[src/rtl/imm_extend_stage.sv]
// Immediate extension stage: widens a raw immediate by mode and buffers
// results in a two-entry FIFO with valid/ready handshakes on both sides.
module imm_extend_stage #(
    parameter int IN_W  = 16,
    parameter int OUT_W = 32,
    parameter int CNT_W = 8
) (
    input  logic             clk,
    input  logic             rst_n,
    input  logic             flush,
    input  logic [IN_W-1:0]  I,
    input  logic [1:0]       mode,
    input  logic             in_valid,
    output logic             in_ready,
    output logic [OUT_W-1:0] O,
    output logic             out_valid,
    input  logic             out_ready,
    output logic [CNT_W-1:0] acc_cnt
);

    localparam int PAD = OUT_W - IN_W;

    logic [OUT_W-1:0] sx;
    logic [OUT_W-1:0] ext;
    logic [OUT_W-1:0] head;
    logic [OUT_W-1:0] tail;
    logic [1:0]       count;
    logic             push;
    logic             pop;

    assign sx = {{PAD{I[IN_W-1]}}, I};

    always_comb begin
        ext = '0;
        unique case (mode)
            2'b00: ext = {{PAD{1'b0}}, I};
            2'b01: ext = sx;
            2'b10: ext = {I, {PAD{1'b0}}};
            2'b11: ext = {sx[OUT_W-3:0], 2'b00};
        endcase
    end

    assign in_ready  = (count < 2'd2);
    assign out_valid = (count != 2'd0);
    assign O         = out_valid ? head : '0;
    assign push      = in_valid && in_ready && !flush;
    assign pop       = out_valid && out_ready && !flush;

    // Push and pop together only happen at count 1, so the new item becomes head.
    always_ff @(posedge clk or negedge rst_n) begin
        if (!rst_n) begin
            head  <= '0;
            tail  <= '0;
            count <= 2'd0;
        end else if (flush) begin
            count <= 2'd0;
        end else begin
            unique case ({push, pop})
                2'b10: begin
                    if (count == 2'd0) head <= ext;
                    else               tail <= ext;
                    count <= count + 2'd1;
                end
                2'b01: begin
                    head  <= tail;
                    count <= count - 2'd1;
                end
                2'b11: head <= ext;
                default: ;
            endcase
        end
    end

    always_ff @(posedge clk or negedge rst_n) begin
        if (!rst_n)    acc_cnt <= '0;
        else if (push) acc_cnt <= acc_cnt + 1'b1;
    end

endmodule
[config.mk]
export PLATFORM = sky130hd
export DESIGN_NAME = imm_extend_stage
export DESIGN_NICKNAME = d
export VERILOG_FILES = /design/src/rtl/imm_extend_stage.sv
export SDC_FILE = /design/constraint.sdc
export NUM_CORES = 1
export LEC_CHECK = 0
export BUFFER_PORTS_ARGS = -buffer_cell sky130_fd_sc_hd__buf_2
export CORE_MARGIN = 4
export CORE_UTILIZATION = 45
export DETAILED_ROUTE_END_ITERATION = 12
export PLACE_DENSITY = 0.66
export SYNTH_ARGS = -nofsm -noshare
export SYNTH_HDL_FRONTEND = slang
export SYNTH_SLANG_ARGS = --single-unit
export TNS_END_PERCENT = 5
[constraint.sdc]
create_clock -name clk -period 1.55 [get_ports clk]
set_clock_uncertainty 0.2 [all_clocks]
set_input_delay 0.0775 -clock clk [delete_from_list [all_inputs] [get_ports clk]]
set_output_delay 0.0775 -clock clk [all_outputs]
set_load 0.03 [all_outputs]
# Word-level counts from Yosys, hierarchy flattened
# Index checks and enable logic that the tools add are counted.
# W data, S select, Z words.
# classes
eq_ne,7
muxes,6
reduce_logical,12
addsub,3
bitwise_logic,2
n_lt_le_gt_ge,1
# op_table
cell,n
$pmux W32 S4,1
$pmux W32 S3,1
$mux W32,2
$add A8 B1 Y8 const B,1
$eq A2 B2 Y1 const B,4
$reduce_and A3 Y1,2
$reduce_bool A3 Y1,2
$eq A2 B1 Y1 const B,2
$logic_and A1 B1 Y1,4
$logic_not A2 Y1,2
$pmux W2 S2,1
$add A2 B1 Y2 const B,1
$lt A2 B2 Y1 const B,1
$mux W2,1
$ne A2 B2 Y1 const B,1
$not A1 Y1,2
$reduce_bool A2 Y1,1
$sub A2 B1 Y2 const B,1
$logic_not A1 Y1,1
# totals
input_bits,23
ff_bits,74
output_inout_bits,42
word_cells,35

# Depth between registers and ports, before layout
# logic_depth
depth_word,6
mapped_depth,6
mapped_depth_nobuf,4

# Least setup slack after synthesis
# No wires, ideal clock.
# synth_path
path_type,reg-to-output
from,register count[1]
to,output O[22]
slack_ns,-0.128
arrival_ns,1.401
n_path_buf,2
required_time_ns,1.272
path_stages_with_launch,6
path_cell_list,dfrtp_1 -> buf_6 -> nor2_4 -> inv_1 -> clkbuf_1 -> and2_1
# synth_between
elab_chain_len,2
# synth_rtl
element,line,source
"start, declared",27,logic [1:0] count;
"start signal, assigned",62,count <= count + 2'd1;
"start signal, assigned",66,count <= count - 2'd1;
$reduce_bool A2 Y1,44,assign out_valid = (count != 2'd0);
named net out_valid,16,"output logic out_valid,"
$mux W32,45,assign O = out_valid ? head : '0;
"end, declared",15,"output logic [OUT_W-1:0] O,"
# The timed path passes the listed nets, and every way through them passes these cells.

# Worst setup path in the final report
# layout_path
from,register count[1]
to,output O[12]
# layout_between
elab_chain_len,2
# layout_rtl
element,line
$reduce_bool A2 Y1,44
$mux W32,45
# No other way between the ends.

==> impl_metrics.env <==
export IMPL_switchingPower_mw=1.86
export IMPL_synth_top_cell_area_share=0.519
export IMPL_final_cell_mix="dfrtp_1, nand2_1, o21ai_1, buf_6, o21ai_0"
export IMPL_final_common_cell="dfrtp_1"
export IMPL_synth_nets=409
export IMPL_synth_compound_area_frac=0.196
export IMPL_post_route_util=0.646
export IMPL_htreeDepth=3
export IMPL_antenna_found_initial=0
export IMPL_vias=3114
export IMPL_status="finished with violations"
export IMPL_syn_area_um2=3570
export IMPL_cp_end_kind="primary output"
export IMPL_finalWorstSetupSlack_ps=-231
export IMPL_path_class="reg2out"
export IMPL_via_per_inst=5.27
export IMPL_n_fill_cell=616
export IMPL_first_pass_iters=4
export IMPL_synth_top_family_by_area="simple AND/OR/NAND/NOR gates"
export IMPL_drtIter0Drc=226
export IMPL_critPathSlowestCell="dfrtp_1"
export IMPL_yosys_area_top_type="dfrtp_1"
export IMPL_drc_errors=0
export IMPL_period_share=1.15
export IMPL_worstMarginPinSlew_ps=853
export IMPL_internal_power_mw=4.17
export IMPL_synth_simple_area_share=0.208
export IMPL_ys_seq_area_frac=0.519
export IMPL_core_um2=7730
export IMPL_avgSynthCellArea_um2=9.27
export IMPL_finalHoldViolations=0
export IMPL_cts_tree="done"
export IMPL_ios=65
export IMPL_synthXorXnorAreaFrac=0.0172
export IMPL_stdcell_area_um2=4990
export IMPL_die_y_um=97.0
export IMPL_setup_viol=96
export IMPL_peakVddDrop_uv=894
export IMPL_wl_per_cell_um=15.9
export IMPL_clock_sinks=74
export IMPL_combPwrFrac=0.260
export IMPL_grt_max_degree=75
export IMPL_crit_required_ps=1270
export IMPL_ant_nets=0
export IMPL_worstPathArrival_ps=1500
export IMPL_path_buf_inv=4
export IMPL_rows=32
export IMPL_cpPeakStageDelay_ps=410
export IMPL_numCtsBuffers=9
export IMPL_grt_pass1_vias=3097
export IMPL_rsz0062_at_grt="yes"
export IMPL_synthTopCellsByArea="dfrtp_1, and2_1, o21ai_0"
export IMPL_gp_congestion=0.876
export IMPL_globalRouteOverflowTotal=0
export IMPL_slew_viol_final=0
export IMPL_wl_mm=9.41
export IMPL_fin_nets=508
export IMPL_synth_cell_types=34
export IMPL_placed_area_um2=4110
export IMPL_numPortBuffers=64
export IMPL_syn_to_final_growth_pct=39.8
export IMPL_p_per_area_nw_per_um2=1210
export IMPL_clkPwrFrac=0.307
export IMPL_final_layout_size_suffix_gt1_frac=0.323
export IMPL_synth_seq_cells=74
export IMPL_slew_headroom=0.430
export IMPL_cp_cell_sequence="nor2_4 -> buf_6 -> inv_6 -> buf_6 -> and2_1 -> buf_6"
export IMPL_cts_root_buffer="clkbuf_8"
export IMPL_dieArea_um2=9420
export IMPL_crit_path_frequent_cell="buf_6"
export IMPL_seq_power_share=0.433
export IMPL_max_freq_mhz=561
export IMPL_clkTransAtPathRegs_ps=80
export IMPL_place_hpwl_mm=6.08
export IMPL_synthAdderAreaFrac=0.00351
export IMPL_yosysWarnings=0
export IMPL_violations="negative setup slack"
export IMPL_track_usage=0.209
export IMPL_switching_share=0.309
export IMPL_period_needed_ps=1780
export IMPL_die_w_um=97.0
export IMPL_maxCapViolCount=0
export IMPL_num_antenna_cells=0
export IMPL_worstSkewPairLatency_ps=340
export IMPL_worstPathMaxFanout=9
export IMPL_p_leak_nw=2.27
export IMPL_crit_path_start_kind="flop"
export IMPL_syn_inst=385
export IMPL_synthMuxAreaShare=0.0196
export IMPL_holdCritPathClass="in2reg"
export IMPL_grt_first_pass_wirelength_mm=16.0
export IMPL_initial_utilization=0.462
export IMPL_clockBufferDepth=2
export IMPL_cp_top_family="buffers and inverters"
[power by group through the flow]
stage          Sequential, mW  Combinational [mW]  Clock (mW)
2_1_floorplan            2.71               0.740           0
3_3_place_gp             2.62                1.26           0
3_5_place_dp             2.63                1.29           0
4_1_cts                  2.60                1.52        1.88
5_1_grt                  2.67                1.73        1.97
6_report                 2.61                1.57        1.85
[worst paths after layout]
check	from	end	slack [ps]	depth (start not counted)
hold reg to reg	acc_cnt[7]$_DFFE_PN0N_	acc_cnt[7]$_DFFE_PN0N_	280	1
setup / recovery	count[1]$_DFFE_PN0P_	O[12]	-230	6
max in group asynchronous	rst_n	tail[22]$_DFFE_PN0P_	730	3
setup reg to reg	count[0]$_DFFE_PN0P_	head[8]$_DFFE_PN0P_	-210	6
min in group asynchronous	rst_n	head[0]$_DFFE_PN0P_	110	3
hold / removal	mode[0]	tail[9]$_DFFE_PN0P_	50	4
[cell type report]
| type | count | area [µm²] | area share |
|---|---|---|---|
| clock inverter | 6 | 114 | 0.0228 |
| timing repair buffer | 114 | 1040 | 0.208 |
| multi-input combinational | 282 | 1700 | 0.341 |
| sequential | 74 | 1850 | 0.371 |
| inverter | 3 | 16.3 | 0.00326 |
| tap | 102 | 128 | 0.0256 |
| clock buffer | 10 | 138 | 0.0276 |
[per-stage QoR]
step	TNS, ps	worst slack, ps	hold slack, ps	power, mW	instances
global placement	-2480	-138	-52.9	3.88	548
global route	-20330	-295	57.5	6.37	591
finish	-13100	-231	45.9	6.03	591
floorplan	-1530	-118	-418	3.45	385
CTS	-13050	-255	30.7	6.00	590
detailed placement	-3540	-145	-55.4	3.92	548
[cells in the mapped netlist]
master    number
xor2_1         2
buf_6          1
mux2_2         5
nor2_4         1
and2b_1        1
nor3b_4        1
and3_1         2
nand2b_1       3
o22ai_1        1
inv_1          3
nor2_1         3
a22oi_1       20
buf_2         10
ha_1           1
clkbuf_1      14
nor2b_1        4
and2_1        57
clkbuf_2       1
nand4_1        2
o21ai_0       66
nand3_1        3
o21ai_1       20
a21oi_1       18
and4_1         1
o21ai_2        1
mux2i_2        1
or3b_2         1
a31oi_1        1
nor2b_2        1
nand2_1       59
nor3_1         1
xnor2_1        5
dfrtp_1       74
o21a_1         1
[kinds of logic (layout without fill, tap and decap cells)]
family / Yosys count / after routing
flops: 74 / 74
buf+inv: 29 / 133
xor+xnor: 7 / 7
compound gates: 128 / 128
simple gates: 140 / 140
fa+ha+maj: 1 / 1
mux: 6 / 6
[layer usage]
| layer | global-route usage | share of wire | vias up |
|---|---|---|---|
| met5 | 0 | 0 | - |
| met4 | 0.0508 | 0.0033 | 0 |
| met3 | 0.0555 | 0.064 | 2 |
| met2 | 0.317 | 0.48 | 98 |
| met1 | 0.299 | 0.46 | 1499 |
| li1 | - | - | 1515 |
[flip-flops by register name, indices dropped and copies added (netlist names)]
| register | cells |
|---|---|
| acc_cnt | 8 |
| head | 32 |
| count | 2 |
| tail | 32 |
[worst register-to-register path: cells and delay by family (launching register included)]
kind,cells,cell delay (ps)
buffers and inverters,2,380
AO/OA/AOI/OAI,2,320
AND/OR/NAND/NOR,2,310
flip-flops,1,440
[repair_timing]
item,CTS,global route
pin swaps,7,2
cloned,2,1
setup buffers,3,0
setup endpoints to repair,102,104
hold buffers,21,0
hold endpoints to repair,114,0
resized for setup,116,37
No activity file was read; power rests on OpenSTA's default activity.
